===== src/rtl/enemy_ai_pkg.sv =====
// -----------------------------------------------------------------------------
// enemy_ai_pkg
// Shared types and constants for the enemy tank behaviour controller.
//   dir_t       : travel direction encoding (0=up, 1=right, 2=down, 3=left)
//   ai_state_t  : controller states
//   R_*         : bit positions of the fields taken from the 31-bit random word
//   map_slot()  : folds the 2-bit random slot value onto the three spawn columns
// -----------------------------------------------------------------------------
package enemy_ai_pkg;

  typedef enum logic [1:0] {
    DIR_UP    = 2'd0,
    DIR_RIGHT = 2'd1,
    DIR_DOWN  = 2'd2,
    DIR_LEFT  = 2'd3
  } dir_t;

  typedef enum logic [1:0] {
    S_DEAD = 2'd0,
    S_WAIT = 2'd1,
    S_MOVE = 2'd2,
    S_TURN = 2'd3
  } ai_state_t;

  localparam int RAND_W = 31;
  localparam int POS_W  = 10;

  // Fields of rand_in; the spawn-delay and direction fields overlap the hold
  // field on purpose, they are consumed in different states.
  localparam int R_DIR_LSB   = 0;
  localparam int R_DIR_MSB   = 1;
  localparam int R_DLY_LSB   = 0;
  localparam int R_DLY_MSB   = 4;
  localparam int R_HOLD_LSB  = 2;
  localparam int R_HOLD_MSB  = 7;
  localparam int R_FIRE_LSB  = 9;
  localparam int R_FIRE_MSB  = 11;
  localparam int R_CHASE     = 12;
  localparam int R_SLOT_LSB  = 13;
  localparam int R_SLOT_MSB  = 14;

  // Only three spawn columns exist; value 3 is folded onto the middle one.
  function automatic logic [1:0] map_slot(input logic [1:0] raw);
    return (raw == 2'd3) ? 2'd1 : raw;
  endfunction

endpackage


===== src/rtl/enemy_ai_ctrl_if.sv =====
// -----------------------------------------------------------------------------
// enemy_ai_ctrl_if
// Signal bundle between the game logic and one enemy_ai_ctrl instance.
//   master : game side, drives frame_tick, rand_in, spawn_req, kill, blocked,
//            self_x/self_y, player_x/player_y; observes the controller outputs
//   slave  : controller side, drives dir, move_en, fire, spawn, spawn_slot, alive
// -----------------------------------------------------------------------------
interface enemy_ai_ctrl_if;
  import enemy_ai_pkg::*;

  logic              frame_tick;
  logic [RAND_W-1:0] rand_in;
  logic              spawn_req;
  logic              kill;
  logic              blocked;
  logic [POS_W-1:0]  self_x;
  logic [POS_W-1:0]  self_y;
  logic [POS_W-1:0]  player_x;
  logic [POS_W-1:0]  player_y;
  logic [1:0]        dir;
  logic              move_en;
  logic              fire;
  logic              spawn;
  logic [1:0]        spawn_slot;
  logic              alive;

  modport master (
    output frame_tick, rand_in, spawn_req, kill, blocked,
           self_x, self_y, player_x, player_y,
    input  dir, move_en, fire, spawn, spawn_slot, alive
  );

  modport slave (
    input  frame_tick, rand_in, spawn_req, kill, blocked,
           self_x, self_y, player_x, player_y,
    output dir, move_en, fire, spawn, spawn_slot, alive
  );

endinterface


===== src/rtl/ai_tick_counter.sv =====
// -----------------------------------------------------------------------------
// ai_tick_counter
// Loadable down-counter that only moves on tick and stops at zero.
//   clk, rst  : clock, synchronous active-high reset (clears the count)
//   load      : load load_val (wins over tick)
//   load_val  : value to load
//   tick      : decrement enable
//   cnt       : current count
//   zero      : cnt == 0
// -----------------------------------------------------------------------------
module ai_tick_counter #(
  parameter int W = 7
) (
  input  logic         clk,
  input  logic         rst,
  input  logic         load,
  input  logic [W-1:0] load_val,
  input  logic         tick,
  output logic [W-1:0] cnt,
  output logic         zero
);

  always_ff @(posedge clk) begin
    if (rst) begin
      cnt <= '0;
    end else if (load) begin
      cnt <= load_val;
    end else if (tick && (cnt != '0)) begin
      cnt <= cnt - 1'b1;
    end
  end

  assign zero = (cnt == '0);

endmodule


===== src/rtl/enemy_ai_ctrl.sv =====
// -----------------------------------------------------------------------------
// enemy_ai_ctrl
// Behaviour controller for one enemy tank: spawn delay and column, travel
// direction, hold time per leg and shot requests, all driven by a free-running
// random word sampled on frame ticks.
//   Clk, Reset : clock, synchronous active-high reset
//   bus        : enemy_ai_ctrl_if.slave
//                in : frame_tick, rand_in[30:0], spawn_req, kill, blocked,
//                     self_x/y, player_x/y (positions only with chase enabled)
//                out: dir[1:0], move_en, fire, spawn, spawn_slot[1:0], alive
// Optional build macro ENEMY_AI_CHASE_EN: when defined, a turn with
// rand_in[12]=1 heads toward the player along the axis of larger distance.
// -----------------------------------------------------------------------------
module enemy_ai_ctrl
  import enemy_ai_pkg::*;
#(
  parameter int HOLD_BASE     = 16,
  parameter int SPAWN_BASE    = 32,
  parameter int FIRE_COOLDOWN = 30,
  parameter int FIRE_THRESH   = 2
) (
  input  logic            Clk,
  input  logic            Reset,
  enemy_ai_ctrl_if.slave  bus
);

  localparam int CNT_W  = 7;
  localparam int COOL_W = $clog2(FIRE_COOLDOWN + 1);

  localparam logic [1:0] ST_DEAD = S_DEAD;
  localparam logic [1:0] ST_WAIT = S_WAIT;
  localparam logic [1:0] ST_MOVE = S_MOVE;
  localparam logic [1:0] ST_TURN = S_TURN;

  logic [1:0]        state, state_nx;
  logic              turn_forced, forced_nx;
  logic              alive_st;
  logic              wait_load, spawn_take, fire_take;
  logic              fire_ok, fire_hit;
  logic [CNT_W-1:0]  hold_cnt, wait_cnt, hold_load_val, wait_load_val;
  logic              hold_zero, wait_zero;
  logic [COOL_W-1:0] cool_cnt;
  logic              cool_zero;
  logic [1:0]        cand_dir, turn_dir;
  logic [1:0]        dir_q, slot_q;
  logic              move_q, fire_q, spawn_q, alive_q;

  assign alive_st      = (state == ST_MOVE) || (state == ST_TURN);
  assign hold_load_val = CNT_W'(HOLD_BASE)  + CNT_W'(bus.rand_in[R_HOLD_MSB:R_HOLD_LSB]);
  assign wait_load_val = CNT_W'(SPAWN_BASE) + CNT_W'(bus.rand_in[R_DLY_MSB:R_DLY_LSB]);

  // A shot is allowed on the tick that brings the cooldown to zero, so with
  // an eligible random field every tick the shots land FIRE_COOLDOWN ticks apart.
  assign fire_ok  = (cool_cnt <= COOL_W'(1));
  assign fire_hit = ({1'b0, bus.rand_in[R_FIRE_MSB:R_FIRE_LSB]} < 4'(FIRE_THRESH));

  always_comb begin
    state_nx   = state;
    forced_nx  = turn_forced;
    wait_load  = 1'b0;
    spawn_take = 1'b0;
    fire_take  = 1'b0;
    if (bus.kill) begin
      state_nx = ST_DEAD;
    end else begin
      case (state)
        ST_DEAD: begin
          if (bus.spawn_req) begin
            wait_load = 1'b1;
            state_nx  = ST_WAIT;
          end
        end
        ST_WAIT: begin
          if (bus.frame_tick && wait_zero) begin
            spawn_take = 1'b1;
            state_nx   = ST_MOVE;
          end
        end
        ST_MOVE: begin
          if (bus.frame_tick) begin
            fire_take = fire_ok && fire_hit;
            if (bus.blocked) begin
              state_nx  = ST_TURN;
              forced_nx = 1'b1;
            end else if (hold_zero) begin
              state_nx  = ST_TURN;
              forced_nx = 1'b0;
            end
          end
        end
        ST_TURN: state_nx = ST_MOVE;
        default: state_nx = ST_DEAD;
      endcase
    end
  end

`ifdef ENEMY_AI_CHASE_EN
  logic signed [POS_W:0] dx, dy;
  logic        [POS_W:0] adx, ady;
  logic        [1:0]     chase_dir;

  // Screen y grows downward; ties (including zero distance) take the vertical axis.
  always_comb begin
    dx  = $signed({1'b0, bus.player_x}) - $signed({1'b0, bus.self_x});
    dy  = $signed({1'b0, bus.player_y}) - $signed({1'b0, bus.self_y});
    adx = (dx < 0) ? $unsigned(-dx) : $unsigned(dx);
    ady = (dy < 0) ? $unsigned(-dy) : $unsigned(dy);
    if (adx > ady) begin
      chase_dir = (dx < 0) ? DIR_LEFT : DIR_RIGHT;
    end else begin
      chase_dir = (dy < 0) ? DIR_UP : DIR_DOWN;
    end
  end
`endif

  always_comb begin
    cand_dir = bus.rand_in[R_DIR_MSB:R_DIR_LSB];
`ifdef ENEMY_AI_CHASE_EN
    if (bus.rand_in[R_CHASE]) begin
      cand_dir = chase_dir;
    end
`endif
    // A forced turn must leave the blocked direction.
    turn_dir = (turn_forced && (cand_dir == dir_q)) ? cand_dir + 2'd1 : cand_dir;
  end

  // Random bits this controller never reads, plus positions in the default build.
  logic unused_bits;
  assign unused_bits = ^{bus.rand_in[RAND_W-1:R_SLOT_MSB+1], bus.rand_in[R_CHASE],
                         bus.rand_in[R_FIRE_LSB-1], bus.self_x, bus.self_y,
                         bus.player_x, bus.player_y, wait_cnt, hold_cnt, cool_zero};

  ai_tick_counter #(.W(CNT_W)) u_wait (
    .clk      (Clk),
    .rst      (Reset),
    .load     (wait_load),
    .load_val (wait_load_val),
    .tick     (bus.frame_tick && (state == ST_WAIT)),
    .cnt      (wait_cnt),
    .zero     (wait_zero)
  );

  ai_tick_counter #(.W(CNT_W)) u_hold (
    .clk      (Clk),
    .rst      (Reset),
    .load     (spawn_take || (state == ST_TURN)),
    .load_val (hold_load_val),
    .tick     (bus.frame_tick && (state == ST_MOVE) && !bus.blocked),
    .cnt      (hold_cnt),
    .zero     (hold_zero)
  );

  ai_tick_counter #(.W(COOL_W)) u_cool (
    .clk      (Clk),
    .rst      (Reset),
    .load     (spawn_take || fire_take),
    .load_val (COOL_W'(FIRE_COOLDOWN)),
    .tick     (bus.frame_tick && alive_st),
    .cnt      (cool_cnt),
    .zero     (cool_zero)
  );

  always_ff @(posedge Clk) begin
    if (Reset) begin
      state       <= ST_DEAD;
      turn_forced <= 1'b0;
      dir_q       <= DIR_DOWN;
      slot_q      <= 2'd0;
      move_q      <= 1'b0;
      fire_q      <= 1'b0;
      spawn_q     <= 1'b0;
      alive_q     <= 1'b0;
    end else begin
      state       <= state_nx;
      turn_forced <= forced_nx;
      move_q      <= (state_nx == ST_MOVE);
      alive_q     <= (state_nx == ST_MOVE) || (state_nx == ST_TURN);
      fire_q      <= fire_take;
      spawn_q     <= spawn_take;
      if (spawn_take) begin
        dir_q  <= DIR_DOWN;
        slot_q <= map_slot(bus.rand_in[R_SLOT_MSB:R_SLOT_LSB]);
      end else if ((state == ST_TURN) && !bus.kill) begin
        dir_q <= turn_dir;
      end
    end
  end

  assign bus.dir        = dir_q;
  assign bus.move_en    = move_q;
  assign bus.fire       = fire_q;
  assign bus.spawn      = spawn_q;
  assign bus.spawn_slot = slot_q;
  assign bus.alive      = alive_q;

endmodule


===== src/flat_wrapper.sv =====
// flat-port wrapper written by rule: the top's interface ports become plain ports
module enemy_ai_ctrl_flat import enemy_ai_pkg::*;
#(
  parameter int HOLD_BASE     = 16,
  parameter int SPAWN_BASE    = 32,
  parameter int FIRE_COOLDOWN = 30,
  parameter int FIRE_THRESH   = 2
)
  (Clk, Reset, bus_frame_tick, bus_rand_in, bus_spawn_req, bus_kill, bus_blocked, bus_self_x, bus_self_y, bus_player_x, bus_player_y, bus_dir, bus_move_en, bus_fire, bus_spawn, bus_spawn_slot, bus_alive);
  enemy_ai_ctrl_if bus_i ();
  input  logic Clk;
  input  logic Reset;
  input wire logic [$bits(bus_i.frame_tick)-1:0] bus_frame_tick;
  input wire logic [$bits(bus_i.rand_in)-1:0] bus_rand_in;
  input wire logic [$bits(bus_i.spawn_req)-1:0] bus_spawn_req;
  input wire logic [$bits(bus_i.kill)-1:0] bus_kill;
  input wire logic [$bits(bus_i.blocked)-1:0] bus_blocked;
  input wire logic [$bits(bus_i.self_x)-1:0] bus_self_x;
  input wire logic [$bits(bus_i.self_y)-1:0] bus_self_y;
  input wire logic [$bits(bus_i.player_x)-1:0] bus_player_x;
  input wire logic [$bits(bus_i.player_y)-1:0] bus_player_y;
  output wire logic [$bits(bus_i.dir)-1:0] bus_dir;
  output wire logic [$bits(bus_i.move_en)-1:0] bus_move_en;
  output wire logic [$bits(bus_i.fire)-1:0] bus_fire;
  output wire logic [$bits(bus_i.spawn)-1:0] bus_spawn;
  output wire logic [$bits(bus_i.spawn_slot)-1:0] bus_spawn_slot;
  output wire logic [$bits(bus_i.alive)-1:0] bus_alive;
  assign bus_i.frame_tick = bus_frame_tick;
  assign bus_i.rand_in = bus_rand_in;
  assign bus_i.spawn_req = bus_spawn_req;
  assign bus_i.kill = bus_kill;
  assign bus_i.blocked = bus_blocked;
  assign bus_i.self_x = bus_self_x;
  assign bus_i.self_y = bus_self_y;
  assign bus_i.player_x = bus_player_x;
  assign bus_i.player_y = bus_player_y;
  assign bus_dir = bus_i.dir;
  assign bus_move_en = bus_i.move_en;
  assign bus_fire = bus_i.fire;
  assign bus_spawn = bus_i.spawn;
  assign bus_spawn_slot = bus_i.spawn_slot;
  assign bus_alive = bus_i.alive;
  enemy_ai_ctrl #(.HOLD_BASE(HOLD_BASE), .SPAWN_BASE(SPAWN_BASE), .FIRE_COOLDOWN(FIRE_COOLDOWN), .FIRE_THRESH(FIRE_THRESH)) u_core (.Clk(Clk), .Reset(Reset), .bus(bus_i));
endmodule

===== config.mk =====
export PLATFORM = sky130hd
export DESIGN_NAME = enemy_ai_ctrl_flat
export DESIGN_NICKNAME = d
export VERILOG_FILES = /design/src/rtl/enemy_ai_pkg.sv /design/src/rtl/enemy_ai_ctrl_if.sv /design/src/rtl/ai_tick_counter.sv /design/src/rtl/enemy_ai_ctrl.sv /design/src/flat_wrapper.sv
export SDC_FILE = /design/constraint.sdc
export NUM_CORES = 1
export LEC_CHECK = 0
export CAP_MARGIN = 20
export CORE_UTILIZATION = 31
export CTS_BUF_LIST = sky130_fd_sc_hd__clkbuf_2 sky130_fd_sc_hd__clkbuf_4 sky130_fd_sc_hd__clkbuf_8
export CTS_CLUSTER_DIAMETER = 200
export DETAILED_ROUTE_END_ITERATION = 12
export GPL_TIMING_DRIVEN = 0
export PLACE_DENSITY = 0.78
export SYNTH_ARGS = -nofsm -noshare
export SYNTH_HDL_FRONTEND = slang
export SYNTH_SLANG_ARGS = --single-unit

===== constraint.sdc =====
create_clock -name Clk -period 1.69 [get_ports Clk]
set_clock_uncertainty 0.15 [all_clocks]
set_input_delay 0.2535 -clock Clk [delete_from_list [all_inputs] [get_ports Clk]]
set_output_delay 0.2535 -clock Clk [all_outputs]
set_load 0.05 [all_outputs]

==> impl_results.html <==
<table>
<tr><th>Metric</th><th>Value</th></tr>
<tr><th colspan="2">Outcome</th></tr>
<tr><td>Outcome</td><td>complete, but fails checks</td></tr>
<tr><td>Violations in the final reports</td><td>setup timing</td></tr>
<tr><th colspan="2">Layout</th></tr>
<tr><td>Most frequent cells in the layout</td><td>sky130_fd_sc_hd__dfxtp_1, sky130_fd_sc_hd__a21oi_1, sky130_fd_sc_hd__clkdlybuf4s50_1</td></tr>
<tr><td>Share of cells above drive strength 1</td><td>33.9%</td></tr>
<tr><td>Antenna diode count</td><td>0</td></tr>
<tr><td>Most common cell after layout, fill and taps aside</td><td>sky130_fd_sc_hd__dfxtp_1</td></tr>
<tr><td>Area growth from synthesis to layout</td><td>47.6%</td></tr>
<tr><td>Fin nets</td><td>329</td></tr>
<tr><td>Filler cell count</td><td>486</td></tr>
<tr><th colspan="2">Die</th></tr>
<tr><td>IO Pins</td><td>85</td></tr>
<tr><td>Core Rows</td><td>26</td></tr>
<tr><td>Die Y-Extent</td><td>76.2 um</td></tr>
<tr><td>Die boundary width</td><td>76.2 um</td></tr>
<tr><td>Starting density of the core</td><td>32.8%</td></tr>
<tr><td>Standard cell core area</td><td>5200 um2</td></tr>
<tr><td>Die Footprint</td><td>5810 um2</td></tr>
<tr><th colspan="2">Run</th></tr>
<tr><td>Max-cap viol count</td><td>0</td></tr>
<tr><th colspan="2">Global routing</th></tr>
<tr><td>GRT Overall Usage</td><td>16.5%</td></tr>
<tr><td>First-pass GRT wire length</td><td>7620 um</td></tr>
<tr><td>Grt ovf</td><td>0</td></tr>
<tr><td>Largest net degree at the start of global routing</td><td>11</td></tr>
<tr><td>Vias in the first global route</td><td>1,555</td></tr>
<tr><td>Antenna violations before repair</td><td>0</td></tr>
<tr><th colspan="2">Placed design</th></tr>
<tr><td>GPL Wtd Cong</td><td>0.847</td></tr>
<tr><td>Input/output buffers</td><td>24</td></tr>
<tr><td>HPWL after detailed placement</td><td>2840 um</td></tr>
<tr><td>Placement Setup Slack</td><td>-0.577 ns</td></tr>
<tr><th colspan="2">Worst hold path</th></tr>
<tr><td>Hold crit path type</td><td>in2reg</td></tr>
<tr><th colspan="2">CTS</th></tr>
<tr><td>Buffer cell driving the clock tree root</td><td>sky130_fd_sc_hd__clkbuf_8</td></tr>
<tr><td>Hold-fix buffer count after cts</td><td>0</td></tr>
<tr><td>H-Tree Level Count</td><td>2</td></tr>
<tr><td>Clock slew seen by the registers of the worst setup and hold paths</td><td>0.06 ns</td></tr>
<tr><td>Total clock sinks</td><td>30</td></tr>
<tr><td>Skew-Pair Late Insertion Delay</td><td>0.28 ns</td></tr>
<tr><td>TritonCTS clock tree</td><td>yes</td></tr>
<tr><td>Cts bufs inserted</td><td>5</td></tr>
<tr><td>CTS max path bufs</td><td>2</td></tr>
<tr><th colspan="2">Logic synthesis</th></tr>
<tr><td>Sequential-to-total area share from yosys stat</td><td>35.2%</td></tr>
<tr><td>Post-Synthesis Cell Area</td><td>1710 um2</td></tr>
<tr><td>Synth async-reset ratio</td><td>0%</td></tr>
<tr><td>Seq cells post-synth</td><td>30</td></tr>
<tr><td>EDFF count, synth</td><td>0</td></tr>
<tr><td>Avg Synthesized Cell Area</td><td>8.66 um2</td></tr>
<tr><td>Synthesis Warnings</td><td>0</td></tr>
<tr><td>Post-synthesis cell type count</td><td>54</td></tr>
<tr><td>Cell count after synthesis</td><td>197</td></tr>
<tr><td>Most common flop cell mapped by yosys</td><td>sky130_fd_sc_hd__dfxtp_1</td></tr>
<tr><td>Syn_nets</td><td>281</td></tr>
<tr><th colspan="2">STA</th></tr>
<tr><td>Final count of negative-setup-slack endpoints</td><td>19</td></tr>
<tr><td>Final worst path period need</td><td>1.82 ns</td></tr>
<tr><td>Final Max Slew Viols</td><td>0</td></tr>
<tr><td>Period utilization</td><td>108%</td></tr>
<tr><td>Transition at the pin with the smallest max-transition slack</td><td>0.619 ns</td></tr>
<tr><td>Achievable frequency</td><td>550 MHz</td></tr>
<tr><td>Final number of hold-violating endpoints</td><td>0</td></tr>
<tr><td>Slew HR</td><td>58.6%</td></tr>
<tr><td>PnR worst setup slack</td><td>-0.128 ns</td></tr>
<tr><td>Post-Route Hold Slack</td><td>0.283 ns</td></tr>
<tr><td>Setup TNS after final layout</td><td>-1.08 ns</td></tr>
<tr><td>RSZ-0062 raised after global routing</td><td>yes</td></tr>
<tr><th colspan="2">Critical path</th></tr>
<tr><td>Worst setup endpoint</td><td>u_core.bus.move_en</td></tr>
<tr><td>Critical R2R Capture</td><td>u_core.bus.move_en</td></tr>
<tr><td>Stages on worst setup path</td><td>7</td></tr>
<tr><td>Type of element launching the critical path</td><td>register</td></tr>
<tr><td>Slowest cell on the critical path</td><td>sky130_fd_sc_hd__or3b_4</td></tr>
<tr><td>Delay contributed by the slowest stage of the critical path</td><td>0.40 ns</td></tr>
<tr><td>Data arrival time of the critical path</td><td>1.89 ns</td></tr>
<tr><td>Cell Chain, Critical Path</td><td>inv_2 -&gt; ha_4 -&gt; or3b_4 -&gt; buf_4 -&gt; nor3_4 -&gt; o21a_1 -&gt; o31a_1</td></tr>
<tr><td>Req. time, crit path</td><td>1.77 ns</td></tr>
<tr><td>Crit path max fanout</td><td>3</td></tr>
<tr><td>Reg-to-Reg Start</td><td>u_core.u_wait.cnt[0]</td></tr>
<tr><td>Timing startpoint of the critical path</td><td>u_core.u_wait.cnt[0]</td></tr>
<tr><td>Worst reg-to-reg path cell count</td><td>7</td></tr>
<tr><td>Startpoint-to-endpoint class of the critical path</td><td>reg2reg</td></tr>
<tr><td>Element type at the critical path end</td><td>register</td></tr>
<tr><td>R2R Setup Slk</td><td>-0.13 ns</td></tr>
<tr><td>Dominant delay contributor by cell family on the critical path</td><td>simple AND/OR/NAND/NOR gates</td></tr>
<tr><td>Number of buffers and inverters on the critical path</td><td>2</td></tr>
<tr><th colspan="2">Route</th></tr>
<tr><td>Post-detailed-route via-to-cell ratio</td><td>5.30</td></tr>
<tr><td>Total iterations of the first detailed-routing run</td><td>4</td></tr>
<tr><td>1st-iter DRT viols</td><td>64</td></tr>
<tr><td>Wirelength per Cell</td><td>14.8 um</td></tr>
<tr><td>Number of vias after detailed routing</td><td>1,668</td></tr>
<tr><td>Remaining design rule violation count</td><td>0</td></tr>
<tr><td>Total detailed-routing wirelength</td><td>4650 um</td></tr>
<tr><td>Remaining number of nets flagged by the antenna check after routing</td><td>0</td></tr>
<tr><th colspan="2">Power</th></tr>
<tr><td>VDD IR-drop max</td><td>0.296 mV</td></tr>
<tr><td>Final Total Pwr</td><td>0.00170 W</td></tr>
<tr><td>Leakage dissipation</td><td>0.912 nW</td></tr>
<tr><td>Areal power density over the cells</td><td>674 nW/um2</td></tr>
</table>
## through the flow
step           instance area (um2)  util, %  cells
3_3_place_gp                  2070     39.7    291
2_1_floorplan                 1740        -    197
6_report                      2520     48.4    315
5_1_grt                       2520     48.4    315
3_5_place_dp                  2070     39.7    291
4_1_cts                       2390     45.8    309
## Yosys cell counts, types with 5 or more instances
cell                       number  area [um2]
sky130_fd_sc_hd__dfxtp_1       30         601
sky130_fd_sc_hd__a21oi_1       19        95.1
sky130_fd_sc_hd__inv_1         14        52.6
sky130_fd_sc_hd__nor2_1        11        41.3
sky130_fd_sc_hd__nor3_1        11        55.1
sky130_fd_sc_hd__o21ai_0       10        50.1
sky130_fd_sc_hd__xnor2_1        8        70.1
sky130_fd_sc_hd__ha_1           7        87.6
sky130_fd_sc_hd__nand2_1        6        22.5
sky130_fd_sc_hd__a211oi_1       5        37.5
sky130_fd_sc_hd__a31oi_1        5        31.3
## registers in the layout, indices dropped and copies added (netlist names)
signal	flops
u_core.bus.dir	2
u_core.bus.spawn_slot	2
u_core.bus.fire	1
u_core.bus.spawn	1
u_core.state	2
u_core.u_hold.cnt	7
u_core.bus.alive	1
u_core.u_wait.cnt	7
u_core.u_cool.cnt	5
u_core.turn_forced	1
u_core.bus.move_en	1
## how the worst min path moves through the flow
stage                             startpoint                       end  slack [ns]  depth (start not counted)
global placement    u_core.bus.spawn_slot[1]  u_core.bus.spawn_slot[1]        0.31                          2
global route                           Reset      u_core.u_cool.cnt[2]        0.30                          2
finish                                 Reset      u_core.u_cool.cnt[2]        0.28                          2
detailed placement  u_core.bus.spawn_slot[1]  u_core.bus.spawn_slot[1]        0.31                          2
CTS                                    Reset      u_core.u_cool.cnt[2]        0.29                          2
floorplan                        bus_blocked        u_core.turn_forced        0.24                          2
## repair_timing
item,in CTS,in global routing
resized for setup,48,21
setup endpoints to repair,37,26
gates cloned,1,0
pin swaps,14,13
setup buffers,11,6
## where the power goes
group          internal, W  total (W)  switching, W
clock             0.000315   0.000579      0.000264
sequential        0.000728   0.000752     0.0000239
combinational     0.000178   0.000367      0.000189
## logic make-up (layout without fill, tap and decap cells)
| group | count (synthesis) | in the layout | share of synthesized area [%] |
|---|---|---|---|
| DFF | 30 | 30 | 35.2 |
| and+or+nand+nor | 67 | 67 | 25.1 |
| xor gates and xnor gates | 9 | 9 | 4.62 |
| adders and majority gates | 7 | 7 | 5.13 |
| muxes | 4 | 4 | 2.42 |
| AOI/OAI and AO/OA | 59 | 59 | 22.7 |
| buffers and inverters | 21 | 69 | 4.84 |
## final cells by class
| class | instances | area [um2] | area share [%] |
|---|---|---|---|
| repair buffers | 42 | 390 | 15.5 |
| well taps | 70 | 87.6 | 3.48 |
| clock buffers | 7 | 83.8 | 3.33 |
| multi-input cells | 146 | 1250 | 49.8 |
| plain buffers | 6 | 35.0 | 1.39 |
| inverters | 14 | 52.6 | 2.09 |
| flip-flops and latches | 30 | 614 | 24.4 |
## layer usage
layer	routed length, um	vias to the layer above	GRT usage [%]
met5	0	-	0
met4	80	0	5.38
met3	205	9	4.43
met2	2250	36	27.5
met1	2110	805	20.5
li1	-	818	-
No activity file was read; power rests on OpenSTA's default activity.
